[config.mk]
export PLATFORM = sky130hd
export DESIGN_NAME = sram_arb_flat
export DESIGN_NICKNAME = d
export VERILOG_FILES = /design/src/rtl/sram_arb_if.sv /design/src/rtl/sram_arb.sv /design/src/flat_wrapper.sv
export SDC_FILE = /design/constraint.sdc
export NUM_CORES = 1
export LEC_CHECK = 0
export ABC_CLOCK_PERIOD_IN_PS = 5380
export CAP_MARGIN = 20
export CORE_AREA = 2 2 108 110
export DETAILED_ROUTE_END_ITERATION = 12
export DIE_AREA = 0 0 110 112
export DONT_BUFFER_PORTS = 1
export PLACE_DENSITY = 0.68
export SYNTH_ARGS = -nofsm -noshare
export SYNTH_HDL_FRONTEND = slang
export SYNTH_SLANG_ARGS = --single-unit
[constraint.sdc]
create_clock -name hclk -period 5.38 [get_ports hclk]
set_input_delay 0.269 -clock hclk [delete_from_list [all_inputs] [get_ports hclk]]
set_output_delay 0.269 -clock hclk [all_outputs]
set_load 0.01 [all_outputs]
[src/rtl/sram_arb_if.sv]
// AHB-lite link between sram_arb and the SRAM wrapper slave.
// master = arbiter side, slave = SRAM wrapper side.
interface sram_arb_if;
    logic        hsel;
    logic [31:0] haddr;
    logic [2:0]  hsize;
    logic        hwrite;
    logic [31:0] hwdata;
    logic [31:0] hrdata;
    logic        hready;
    logic        hresp;

    modport master (
        output hsel,
        output haddr,
        output hsize,
        output hwrite,
        output hwdata,
        input  hrdata,
        input  hready,
        input  hresp
    );

    modport slave (
        input  hsel,
        input  haddr,
        input  hsize,
        input  hwrite,
        input  hwdata,
        output hrdata,
        output hready,
        output hresp
    );
endinterface

[src/rtl/sram_arb.sv]
// Round-robin arbiter sharing one AHB-lite SRAM port among NUM_REQ clients.
// Optional data-phase watchdog: define SRAM_ARB_TIMEOUT_EN.
module sram_arb #(
    parameter int NUM_REQ     = 2,
    parameter int TIMEOUT_CYC = 64
) (
    input  logic                  hclk,
    input  logic                  hreset,
    input  logic [NUM_REQ-1:0]    req,
    input  logic [NUM_REQ*32-1:0] req_addr,
    input  logic [NUM_REQ-1:0]    req_wr,
    input  logic [NUM_REQ*3-1:0]  req_size,
    input  logic [NUM_REQ*32-1:0] req_wdata,
    output logic [NUM_REQ-1:0]    ack,
    output logic [31:0]           rdata,
    output logic                  err,
    output logic                  busy,
    sram_arb_if.master            ahb
);
    localparam int IW = (NUM_REQ > 1) ? $clog2(NUM_REQ) : 1;

    typedef enum logic [1:0] {
        IDLE,
        ADDR,
        DATA,
        ACK
    } state_t;

    typedef struct packed {
        logic [31:0]   addr;
        logic [31:0]   wdata;
        logic [2:0]    size;
        logic          wr;
        logic [IW-1:0] id;
    } xfer_t;

    state_t        state;
    xfer_t         cur;
    logic [IW-1:0] last;
    logic          err_q;
    logic [IW-1:0] win;
    logic          win_vld;
    logic [IW-1:0] cand;

`ifdef SRAM_ARB_TIMEOUT_EN
    localparam int CW = $clog2(TIMEOUT_CYC);
    localparam logic [CW-1:0] LIM = CW'(TIMEOUT_CYC - 1);
    logic [CW-1:0] cnt;
`else
    // TIMEOUT_CYC only has an effect when the watchdog is compiled in.
    if (TIMEOUT_CYC < 2) begin : g_timeout_unused
    end
`endif

    // Pick the first requester after the last winner, wrapping upward.
    always_comb begin
        win     = '0;
        win_vld = 1'b0;
        cand    = '0;
        for (int k = 1; k <= NUM_REQ; k++) begin
            cand = IW'((int'(last) + k) % NUM_REQ);
            if (!win_vld && req[cand]) begin
                win_vld = 1'b1;
                win     = cand;
            end
        end
    end

    // Transfer sequencer: grant, address phase, data phase, ack pulse.
    always_ff @(posedge hclk or posedge hreset) begin
        if (hreset) begin
            state      <= IDLE;
            cur        <= '0;
            last       <= IW'(NUM_REQ - 1);
            err_q      <= 1'b0;
            ack        <= '0;
            rdata      <= '0;
            err        <= 1'b0;
            busy       <= 1'b0;
            ahb.hsel   <= 1'b0;
            ahb.haddr  <= '0;
            ahb.hsize  <= '0;
            ahb.hwrite <= 1'b0;
            ahb.hwdata <= '0;
`ifdef SRAM_ARB_TIMEOUT_EN
            cnt        <= '0;
`endif
        end else begin
            unique case (state)
                IDLE: begin
                    if (win_vld) begin
                        cur.addr   <= req_addr[32*win +: 32];
                        cur.wdata  <= req_wdata[32*win +: 32];
                        cur.size   <= req_size[3*win +: 3];
                        cur.wr     <= req_wr[win];
                        cur.id     <= win;
                        last       <= win;
                        busy       <= 1'b1;
                        ahb.hsel   <= 1'b1;
                        ahb.haddr  <= req_addr[32*win +: 32];
                        ahb.hsize  <= req_size[3*win +: 3];
                        ahb.hwrite <= req_wr[win];
                        state      <= ADDR;
                    end
                end
                ADDR: begin
                    if (ahb.hready) begin
                        ahb.hsel   <= 1'b0;
                        ahb.haddr  <= '0;
                        ahb.hsize  <= '0;
                        ahb.hwrite <= 1'b0;
                        ahb.hwdata <= cur.wr ? cur.wdata : '0;
`ifdef SRAM_ARB_TIMEOUT_EN
                        cnt        <= '0;
`endif
                        state      <= DATA;
                    end
                end
                DATA: begin
                    err_q <= err_q | ahb.hresp;
                    if (ahb.hready) begin
                        ack        <= NUM_REQ'(1) << cur.id;
                        err        <= err_q | ahb.hresp;
                        rdata      <= (cur.wr || err_q || ahb.hresp)
                                      ? '0 : ahb.hrdata;
                        ahb.hwdata <= '0;
                        state      <= ACK;
                    end
`ifdef SRAM_ARB_TIMEOUT_EN
                    else if (cnt == LIM) begin
                        ack        <= NUM_REQ'(1) << cur.id;
                        err        <= 1'b1;
                        rdata      <= '0;
                        ahb.hwdata <= '0;
                        state      <= ACK;
                    end else begin
                        cnt <= cnt + 1'b1;
                    end
`endif
                end
                ACK: begin
                    ack        <= '0;
                    rdata      <= '0;
                    err        <= 1'b0;
                    err_q      <= 1'b0;
                    busy       <= 1'b0;
                    ahb.hwdata <= '0;
                    state      <= IDLE;
                end
                default: state <= IDLE;
            endcase
        end
    end
endmodule

[src/flat_wrapper.sv]
// flat-port wrapper written by rule: the top's interface ports become plain ports
module sram_arb_flat 
#(
    parameter int NUM_REQ     = 2,
    parameter int TIMEOUT_CYC = 64
)
  (hclk, hreset, req, req_addr, req_wr, req_size, req_wdata, ack, rdata, err, busy, ahb_hsel, ahb_haddr, ahb_hsize, ahb_hwrite, ahb_hwdata, ahb_hrdata, ahb_hready, ahb_hresp);
  sram_arb_if ahb_i ();
  input  logic hclk;
  input  logic hreset;
  input  logic [NUM_REQ-1:0] req;
  input  logic [NUM_REQ*32-1:0] req_addr;
  input  logic [NUM_REQ-1:0] req_wr;
  input  logic [NUM_REQ*3-1:0] req_size;
  input  logic [NUM_REQ*32-1:0] req_wdata;
  output logic [NUM_REQ-1:0] ack;
  output logic [31:0] rdata;
  output logic err;
  output logic busy;
  output wire logic [$bits(ahb_i.hsel)-1:0] ahb_hsel;
  output wire logic [$bits(ahb_i.haddr)-1:0] ahb_haddr;
  output wire logic [$bits(ahb_i.hsize)-1:0] ahb_hsize;
  output wire logic [$bits(ahb_i.hwrite)-1:0] ahb_hwrite;
  output wire logic [$bits(ahb_i.hwdata)-1:0] ahb_hwdata;
  input wire logic [$bits(ahb_i.hrdata)-1:0] ahb_hrdata;
  input wire logic [$bits(ahb_i.hready)-1:0] ahb_hready;
  input wire logic [$bits(ahb_i.hresp)-1:0] ahb_hresp;
  assign ahb_hsel = ahb_i.hsel;
  assign ahb_haddr = ahb_i.haddr;
  assign ahb_hsize = ahb_i.hsize;
  assign ahb_hwrite = ahb_i.hwrite;
  assign ahb_hwdata = ahb_i.hwdata;
  assign ahb_i.hrdata = ahb_hrdata;
  assign ahb_i.hready = ahb_hready;
  assign ahb_i.hresp = ahb_hresp;
  sram_arb #(.NUM_REQ(NUM_REQ), .TIMEOUT_CYC(TIMEOUT_CYC)) u_core (.hclk(hclk), .hreset(hreset), .req(req), .req_addr(req_addr), .req_wr(req_wr), .req_size(req_size), .req_wdata(req_wdata), .ack(ack), .rdata(rdata), .err(err), .busy(busy), .ahb(ahb_i));
endmodule
==> flow_summary.yaml, run 1 <==
status:
  status: "complete, no violations"
power_and_ir_drop:
  total_power_mw: 4.27
  switching_share_pct: 36.6
  p_sw_mw: 1.57
  power_frac_comb_pct: 27.1
  power_frac_seq_pct: 45.3
  vdd_drop_max_uv: 292
  pwr-share-clk_pct: 27.6
  total_leakage_power_nw: 3.19
  cellPowerDensity_nw_per_um2: 601
  p_int_mw: 2.71
yosys:
  synth_area_sq_um: 6130
  ys_seq_elements: 143
  synth_area_per_cell_sq_um: 11.6
  postSynthCellCount: 526
  ys_types: 31
  yosys_warnings: 0
  yosysSeqAreaShare_pct: 58.4
  syn_nets: 705
floorplanning:
  core-area_sq_um: 11200
  initial_core_util_pct: 54.8
  row_count: 39
  die_y_um: 112
  io_pins: 279
  fp.dieArea_sq_um: 12300
  die_w_um: 110
timing:
  layout_setup_ws_ps: 2990
  relSlewSlack_pct: 28.6
  clock.fmax_mhz: 419
  fin_skew_ps: 9.49
  hold_viol_final: 0
  min_period_ps: 2390
  worstMarginPinSlew_ps: 1050
  setup_violations: 0
  whs_ps: 11.5
  finalSetupTns_ps: 0
  rsz0062_at_grt: "no"
  finalCritPeriodShare_pct: 44.3
  final_max_slew_viol_count: 0
route:
  via_per_inst: 5.95
  wirelength_um: 14200
  via_count: 4126
  drtIter0Drc: 186
  drcViolationCount: 0
  wire_per_inst_um: 20.5
  antenna_left: 0
  drt_pass1_iterations: 4
placed_design:
  place.gp.congestion: 0.815
  port-buffer-count: 0
  dpl.cell_count: 632
  postPlaceCellArea_sq_um: 6180
  place_ws_ps: 2630
  hpwl_um: 9480
finish:
  area_growth_pct: 16.1
  stdcell_count: 694
  drive_above_1_share_pct: 8.17
  regArea_sq_um: 3580
  fin_util_pct: 63.6
  diodes: 0
  nFillCells: 859
  stdcell_area_sq_um: 7110
  layout_commonest_cell: "dfrtp_1"
  nNetsFinal: 719
  final_cell_mix: "142 x dfrtp_1, 69 x mux2i_1, 69 x nand2_1"
  multiInputGateArea_sq_um: 2340
grt:
  grt_pass1_vias: 4098
  grt_pass1_wl_um: 21400
  grt_max_degree: 90
  antenna_found_initial: 0
  grt_use_total_pct: 23.0
  gr-total-overflow: 0
cts:
  clock_latency_ps: 420
  htreeDepth: 4
  root_buffer: "clkbuf_16"
  cts_tree: "done"
  clkSinkCount: 143
  cts_buffers: 17
  cts.path.max_buffers: 2
  cts.reportedPaths.clkPinSlew_ps: 60
  post_cts_resized: 0
flow_run:
  cap_violations: 0
hold_path:
  hp-class: "input port to flip-flop"
worst_setup_path:
  critPathArrivalTime_ps: 2660
  crit_required_ps: 5660
  worstPathMaxFanout: 50
  critical_path_class: "flip-flop to flip-flop"
  start_kind: "flip-flop"
  endpoint_kind: "flip-flop"
## cell families (layout without fill, tap and decap cells)
family | after synthesis | in the layout | share of synthesized area [%]
fa+ha+maj | 5 | 5 | 1.02
buf+inv | 48 | 73 | 4.04
mux | 71 | 71 | 11.6
simple gates | 77 | 77 | 5.31
compound gates | 182 | 182 | 19.6
flops | 143 | 143 | 58.4
## final timing paths
| path | startpoint | to | slack [ps] | cells past startpoint |
|---|---|---|---|---|
| max reg2reg | u_core.last$_DFFE_PP1P_ | u_core.cur[1]$_DFFE_PP0P_ | 2990 | 4 |
| min in group asynchronous | hreset | u_core.ahb.hsize[1]$_DFFE_PP0P_ | 490 | 2 |
| min | ahb_hrdata[5] | u_core.rdata[5]$_DFFE_PP0P_ | 10 | 1 |
| max in group asynchronous | hreset | u_core.rdata[19]$_DFFE_PP0P_ | 3680 | 3 |
| max | u_core.last$_DFFE_PP1P_ | u_core.cur[1]$_DFFE_PP0P_ | 2990 | 4 |
| min reg2reg | u_core.cur[21]$_DFFE_PP0P_ | u_core.cur[21]$_DFFE_PP0P_ | 480 | 2 |
## power groups by stage
| stage | combinational [mW] | sequential, mW | clock, mW |
|---|---|---|---|
| 2_1_floorplan | 0.942 | 1.83 | 0 |
| 3_3_place_gp | 1.06 | 1.95 | 0 |
| 3_5_place_dp | 1.12 | 1.95 | 0 |
| 4_1_cts | 1.14 | 1.94 | 1.20 |
| 5_1_grt | 1.31 | 1.99 | 1.26 |
| 6_report | 1.16 | 1.94 | 1.18 |
## cell usage after synthesis
cell | instances | area [sq um]
a21boi_1 | 1 | 7.51
a21o_1 | 1 | 7.51
a21oi_1 | 3 | 15.0
a22o_1 | 33 | 289
a31oi_1 | 1 | 6.26
buf_1 | 3 | 11.3
buf_2 | 17 | 85.1
buf_4 | 7 | 52.6
buf_6 | 1 | 11.3
buf_8 | 1 | 15.0
clkbuf_1 | 14 | 52.6
clkbuf_2 | 1 | 5.00
dfrtp_1 | 142 | 3550
dfstp_2 | 1 | 26.3
ha_1 | 5 | 62.6
inv_1 | 4 | 15.0
mux2_1 | 1 | 11.3
mux2i_1 | 70 | 701
nand2_1 | 69 | 259
nand2b_1 | 1 | 6.26
nor2_1 | 3 | 11.3
nor3b_2 | 1 | 12.5
nor4b_4 | 1 | 23.8
o21ai_0 | 34 | 170
o21ai_1 | 67 | 335
o21ba_2 | 1 | 10.0
o2bb2ai_1 | 37 | 324
o311ai_0 | 1 | 8.76
o31ai_1 | 2 | 15.0
o32a_1 | 1 | 10.0
or2_1 | 2 | 12.5
## state kept, by name (all words and copies together), names as in the netlist
name,count
u_core.err_q,1
u_core.rdata,32
u_core.ahb.hwdata,32
u_core.busy,1
u_core.last,1
u_core.ack,2
u_core.ahb.hsel,1
u_core.ahb.haddr,32
u_core.cur,34
u_core.state,2
u_core.ahb.hwrite,1
u_core.err,1
u_core.ahb.hsize,3
## layer usage
metal | part of all wire, % | wire length (um) | GRT usage, %
met5 | 0 | 0 | 0
met1 | 39 | 5540 | 27.5
met3 | 9.7 | 1380 | 9.02
met4 | 1.9 | 266 | 8.86
met2 | 49 | 7030 | 37.0
## area by class of cell
class | count | share of cell area (%)
inverter | 4 | 0.281
sequential | 143 | 50.3
timing repair buffer | 39 | 5.59
tap | 143 | 2.52
clock inverter | 10 | 1.95
clock buffer | 20 | 6.42
multi-input combinational | 335 | 32.9
## worst max-delay path: stages (launching register included)
cell and delay [ps]:
dfstp_2 390, a21boi_4 670, buf_4 780, mux2i_1 310, o21ai_1 80
## repair_timing
item | 4_1_cts | 5_1_grt
buffers inserted | 0 | 0
hold endpoints to repair | 116 | 1
hold buffers | 30 | 1
No activity file was read; power rests on OpenSTA's default activity.
==> run 2, diff against run 1 <==
Settings changed: ABC_AREA set to 1, ABC_CLOCK_PERIOD_IN_PS 5380 to 2500, CORE_AREA 2 2 108 110 to not set, CORE_ASPECT_RATIO set to 0.8, CORE_MARGIN set to 2, CORE_UTILIZATION set to 63, DIE_AREA 0 0 110 112 to not set, PLACE_DENSITY 0.68 to 0.77.
Clock period 5.38 ns to 2.5 ns, I/O delays scaled along.
==> run 2 against run 1 <==
  * First-iteration DRC count increased to 5.1 times the previous value
  * Maximum frequency increased by 2.6%
  * Worst hold slack improved by 18 ps
  * Clock power grew 130%
  * Global-route usage grew 19 points
  * Clock skew about the same
  * Utilization is 22 points higher
  * Flip-flop and latch count did not move
  * Register-to-register slack got worse by 2800 ps
==> flow_summary.yaml, run 2 <==
yosys:
  synthTopCellsByCount: "495 x nand2_1, 142 x dfrtp_1, 105 x nand3_1"
  ys_seq_elements: 143
  synthTopCellsByArea: "dfrtp_1 51%, nand2_1 26%, nand3_1 7.5%, nand4_1 2.8%, o21ai_0 2.5%"
  yosys_warnings: 0
  synth_edf_count: 0
  synth_top_area_share_pct: 50.6
  yosysSeqAreaShare_pct: 51.0
  synth_area_per_cell_sq_um: 7.47
  syn_nets: 1120
  synth-async-reset-ratio_pct: 100
  synth_area_sq_um: 7030
  ys.flop_type: "dfrtp_1"
  yosysMostFrequentCell: "nand2_1"
  synth_largest_area_cell: "dfrtp_1"
  ys_types: 22
  postSynthCellCount: 941
worst_setup_path:
  reg2reg_slack_ps: 170
  critPathArrivalTime_ps: 2680
  cp_top_family: "buffers and inverters"
  worst-path-buf-inv: 2
  cpPeakStageDelay_ps: 610
  crit_required_ps: 2850
  crit_chain: "nand2_2, nand2_2, buf_12, nand2_1, nand2_1, dlygate4sd3_1, nand2_1, nand2_1"
  crit_top_cell: "nand2_1"
  endpoint_kind: "flip-flop"
  critPathSlowestCell: "dlygate4sd3_1"
  start_kind: "flip-flop"
  worst-path-stages: 8
  critical_path_class: "flip-flop to flip-flop"
  worstPathMaxFanout: 44
  r2r.worst_path.cells: 8
route:
  via_count: 7548
  antenna_left: 0
  drtIter0Drc: 946
  drt_pass1_iterations: 6
  via_per_inst: 6.12
  wirelength_um: 25200
  wire_per_inst_um: 20.5
  drcViolationCount: 0
power_and_ir_drop:
  power_frac_comb_pct: 36.2
  p_sw_mw: 4.61
  pwr-share-clk_pct: 25.1
  power_frac_seq_pct: 38.7
  vdd_drop_max_uv: 731
  cellPowerDensity_nw_per_um2: 1150
  p_int_mw: 6.15
  switching_share_pct: 42.9
  total_leakage_power_nw: 4.83
finish:
  layout_commonest_cell: "nand2_1"
  drive_above_1_share_pct: 5.50
  stdcell_area_sq_um: 9360
  stdcell_count: 1234
  multiInputGateArea_sq_um: 3050
  final_cell_mix: "495 x nand2_1, 168 x dlygate4sd3_1, 142 x dfrtp_1"
  diodes: 0
  fin_util_pct: 85.9
  regArea_sq_um: 3580
  largest_reg_flops: 34
  nFillCells: 589
  area_growth_pct: 33.2
  nNetsFinal: 1256
  largest-register: "u_core.cur"
cts:
  clkSinkCount: 143
  htreeDepth: 4
  cts_tree: "done"
  cts_buffers: 17
  clock_latency_ps: 410
  cts.path.max_buffers: 2
  cts.reportedPaths.clkPinSlew_ps: 60
  post_cts_resized: 0
  root_buffer: "clkbuf_16"
floorplanning:
  core-area_sq_um: 10900
  fp.dieArea_sq_um: 12000
  row_count: 34
  die_w_um: 122
  initial_core_util_pct: 64.5
  io_pins: 279
  die_y_um: 98.5
grt:
  met1_usage_pct: 49.4
  grt_pass1_vias: 7639
  grt_max_degree: 70
  gr-total-overflow: 0
  met2_usage_pct: 67.6
  met3_usage_pct: 11.7
  grt_pass1_wl_um: 38800
  busiest_layer: "met2"
  grt_use_total_pct: 41.8
  antenna_found_initial: 0
timing:
  rsz0062_at_grt: "no"
  worstMarginPinSlew_ps: 886
  relSlewSlack_pct: 40.8
  hold_viol_final: 0
  whs_ps: 29.2
  clock.fmax_mhz: 430
  min_period_ps: 2330
  final_max_slew_viol_count: 0
  finalCritPeriodShare_pct: 93.0
  fin_skew_ps: 9.75
  finalSetupTns_ps: 0
  setup_violations: 0
placed_design:
  place.gp.congestion: 0.858
  dpl.cell_count: 1032
  hpwl_um: 12200
  port-buffer-count: 0
  postPlaceCellArea_sq_um: 7010
hold_path:
  hp-class: "input port to flip-flop"
  holdPathStages: 4
status:
  status: "complete, no violations"
flow_run:
  cap_violations: 0
[run 2: changes by cell type after synthesis, moves of 33 or more]
| cell | before | now |
|---|---|---|
| nand2_1 | 69 | 495 |
| o2bb2ai_1 | 37 | 0 |
| o21ai_1 | 67 | 0 |
| nand3_1 | 0 | 105 |
| a22o_1 | 33 | 0 |
| mux2i_1 | 70 | 0 |
[run 2: stage by stage]
step | total power [mW] | setup WS [ps]
CTS | 10.4 | 355
global route | 11.3 | 82.6
floorplan | 6.55 | 585
detailed placement | 7.33 | 459
finish | 10.8 | 174
global placement | 7.12 | 647
[run 2: logic make-up after synthesis]
family	after synthesis	synth area share, %
AND/OR/NAND/NOR	674	39.7
flip-flops	143	51.0
adder cells (fa/ha/maj)	5	0.890
AO/OA/AOI/OAI	38	2.85
buffers and inverters	81	5.57
[run 2: power groups by stage]
stage / Clock, mW / Sequential [mW] / Combinational (mW)
detailed placement: 0 / 4.13 / 3.20
global placement: 0 / 4.10 / 3.02
CTS: 2.68 / 4.11 / 3.64
finish: 2.70 / 4.16 / 3.90
floorplan: 0 / 3.89 / 2.66
global route: 2.79 / 4.23 / 4.26
[run 2: worst paths after layout]
| kind | startpoint | to |
|---|---|---|
| worst max-delay path | u_core.last$_DFFE_PP1P_ | u_core.ahb.haddr[6]$_DFFE_PP0P_ |
| worst min-delay path | req_wr[1] | u_core.ahb.hwrite$_DFFE_PP0P_ |
| worst max register to register | u_core.last$_DFFE_PP1P_ | u_core.ahb.haddr[6]$_DFFE_PP0P_ |
| worst min register to register | u_core.last$_DFFE_PP1P_ | u_core.last$_DFFE_PP1P_ |
| max in group asynchronous | hreset | u_core.last$_DFFE_PP1P_ |
| min in group asynchronous | hreset | u_core.ahb.haddr[21]$_DFFE_PP0P_ |
[run 2: final cells by class]
| type | count | area share, % |
|---|---|---|
| repair buffers | 184 | 19.9 |
| multi-input cells | 717 | 32.6 |
| clock buffers | 21 | 4.92 |
| flip-flops and latches | 143 | 38.3 |
| inverters | 14 | 0.602 |
| clock inverters | 11 | 1.74 |
| well taps | 144 | 1.93 |
[run 2: routing by layer]
| metal | part of all wire [%] | up-vias |
|---|---|---|
| li1 | - | 3246 |
| met1 | 35 | 3540 |
| met2 | 48 | 610 |
| met3 | 11 | 152 |
| met4 | 6.4 | 0 |
| met5 | 0 | - |
[run 2: timing repair]
action,CTS,global route
endpoints found under the hold margin,138,0
setup buffers,0,0
hold buffers,169,0
[run 2: worst min-delay path, stage by stage]
cell and delay, ps:
nand3_1 70, nand2_1 100, nand2_1 70, nand2_1 40
==> run 3, diff against run 2 <==
Settings changed: ABC_AREA 1 to not set, CORE_AREA set to 2 2 108 110, CORE_ASPECT_RATIO 0.8 to not set, CORE_MARGIN 2 to not set, CORE_UTILIZATION 63 to not set, DIE_AREA set to 0 0 110 112, PLACE_DENSITY 0.77 to 0.68.
==> run 3 against run 2 <==
  * The flow now stops in 4_1_cts
  * Synthesized cell count fell by 44%
  * Area after synthesis decreased by 13%
==> flow_summary.yaml, run 3 <==
status:
  status: "did not finish"
  stop_error: "[ERROR RSZ-0060] Max buffer count reached."
  lastStage: "4_1_cts"
cts:
  root_buffer: "clkbuf_16"
  htreeDepth: 4
  cts_buffers: 17
  clkSinkCount: 143
  postCtsSetupBuffers: 0
  post_cts_resized: 0
  cts_hold_buf: 134
  cts.path.max_buffers: 2
floorplanning:
  initial_core_util_pct: 54.8
  die_w_um: 110
  die_y_um: 112
  io_pins: 279
  row_count: 39
yosys:
  yosysMostFrequentCell: "dfrtp_1"
  postSynthCellCount: 526
  synthTopCellsByCount: "142 x dfrtp_1, 70 x mux2i_1, 69 x nand2_1"
  ys_types: 31
  synth_top_area_share_pct: 58.0
  yosys_warnings: 0
  ys.flop_type: "dfrtp_1"
  yosysSeqAreaShare_pct: 58.4
  synth_area_per_cell_sq_um: 11.6
  synthTopCellsByArea: "dfrtp_1 58%, mux2i_1 11%, o21ai_1 5.5%, o2bb2ai_1 5.3%, a22o_1 4.7%"
  syn_nets: 705
  synth_edf_count: 0
  synth_area_sq_um: 6130
  synth_largest_area_cell: "dfrtp_1"
  synth-async-reset-ratio_pct: 100
  ys_seq_elements: 143
placed_design:
  port-buffer-count: 0
  place.gp.congestion: 0.783
  hpwl_um: 9370
==> run 3: changes by cell type after synthesis, sizes merged, moves of 33 or more <==
cell,previous run,this run
nand3,106,0
mux2i,0,70
nand2,498,69
nor2,37,3
o21ai,37,101
o2bb2ai,0,37
a22o,0,33
==> run 3: logic make-up after synthesis <==
logic type / after synthesis / synth area share (%)
compound gates: 182 / 19.6
fa+ha+maj: 5 / 1.02
buf+inv: 48 / 4.04
flops: 143 / 58.4
mux: 71 / 11.6
simple gates: 77 / 5.31
==> run 3: per-stage QoR <==
step	util (%)	cells	setup WS [ps]	hold slack (ps)	cell area, sq um
floorplan	-	526	585	195	6130
global placement	56.0	637	301	146	6260
detailed placement	56.0	637	150	152	6260
==> run 4, diff against run 3 <==
Settings changed: CORE_AREA 2 2 108 110 to not set, CORE_MARGIN set to 2, CORE_UTILIZATION set to 40, DIE_AREA 0 0 110 112 to not set, PLACE_DENSITY 0.68 to not set, PLACE_DENSITY_LB_ADDON set to 0.15.
==> run 4 against run 3 <==
  * Area after synthesis did not move
  * Synthesized cell count is the same
  * The run again fails in 4_1_cts
==> flow_summary.yaml, run 4 <==
status:
  status: "did not finish"
  lastStage: "4_1_cts"
  stop_error: "[ERROR RSZ-0060] Max buffer count reached."
yosys:
  yosysMostFrequentCell: "dfrtp_1"
  yosys_warnings: 0
  ys_types: 31
  synth_edf_count: 0
  ys.flop_type: "dfrtp_1"
  synth-async-reset-ratio_pct: 100
  syn_nets: 705
  synth_top_area_share_pct: 58.0
  synth_largest_area_cell: "dfrtp_1"
  synth_area_sq_um: 6130
  ys_seq_elements: 143
  synth_area_per_cell_sq_um: 11.6
  postSynthCellCount: 526
  yosysSeqAreaShare_pct: 58.4
  synthTopCellsByCount: "142 x dfrtp_1, 70 x mux2i_1, 69 x nand2_1"
  synthTopCellsByArea: "dfrtp_1 58%, mux2i_1 11%, o21ai_1 5.5%, o2bb2ai_1 5.3%, a22o_1 4.7%"
floorplanning:
  io_pins: 279
  die_y_um: 128
  row_count: 45
  die_w_um: 128
  initial_core_util_pct: 40.6
cts:
  root_buffer: "clkbuf_16"
  clkSinkCount: 143
  post_cts_resized: 0
  cts_hold_buf: 144
  postCtsSetupBuffers: 0
  cts_buffers: 17
  cts.path.max_buffers: 2
  htreeDepth: 4
placed_design:
  dpl.cell_count: 684
  port-buffer-count: 0
  place.gp.congestion: 0.744
  hpwl_um: 9580
  place_ws_ps: 575
run 4: cell counts after synthesis:
No cell type changed its count.
run 4: cell families after synthesis:
logic type / Yosys count / synth area share, %
flip-flops: 143 / 58.4
AO/OA/AOI/OAI: 182 / 19.6
AND/OR/NAND/NOR: 77 / 5.31
adder cells (fa/ha/maj): 5 / 1.02
buffers and inverters: 48 / 4.04
multiplexers: 71 / 11.6
run 4: stage by stage:
| step | area [sq um] | hold WS [ps] |
|---|---|---|
| after floorplan | 6130 | 195 |
| after global placement | 6290 | 150 |
| after detailed placement | 6290 | 142 |
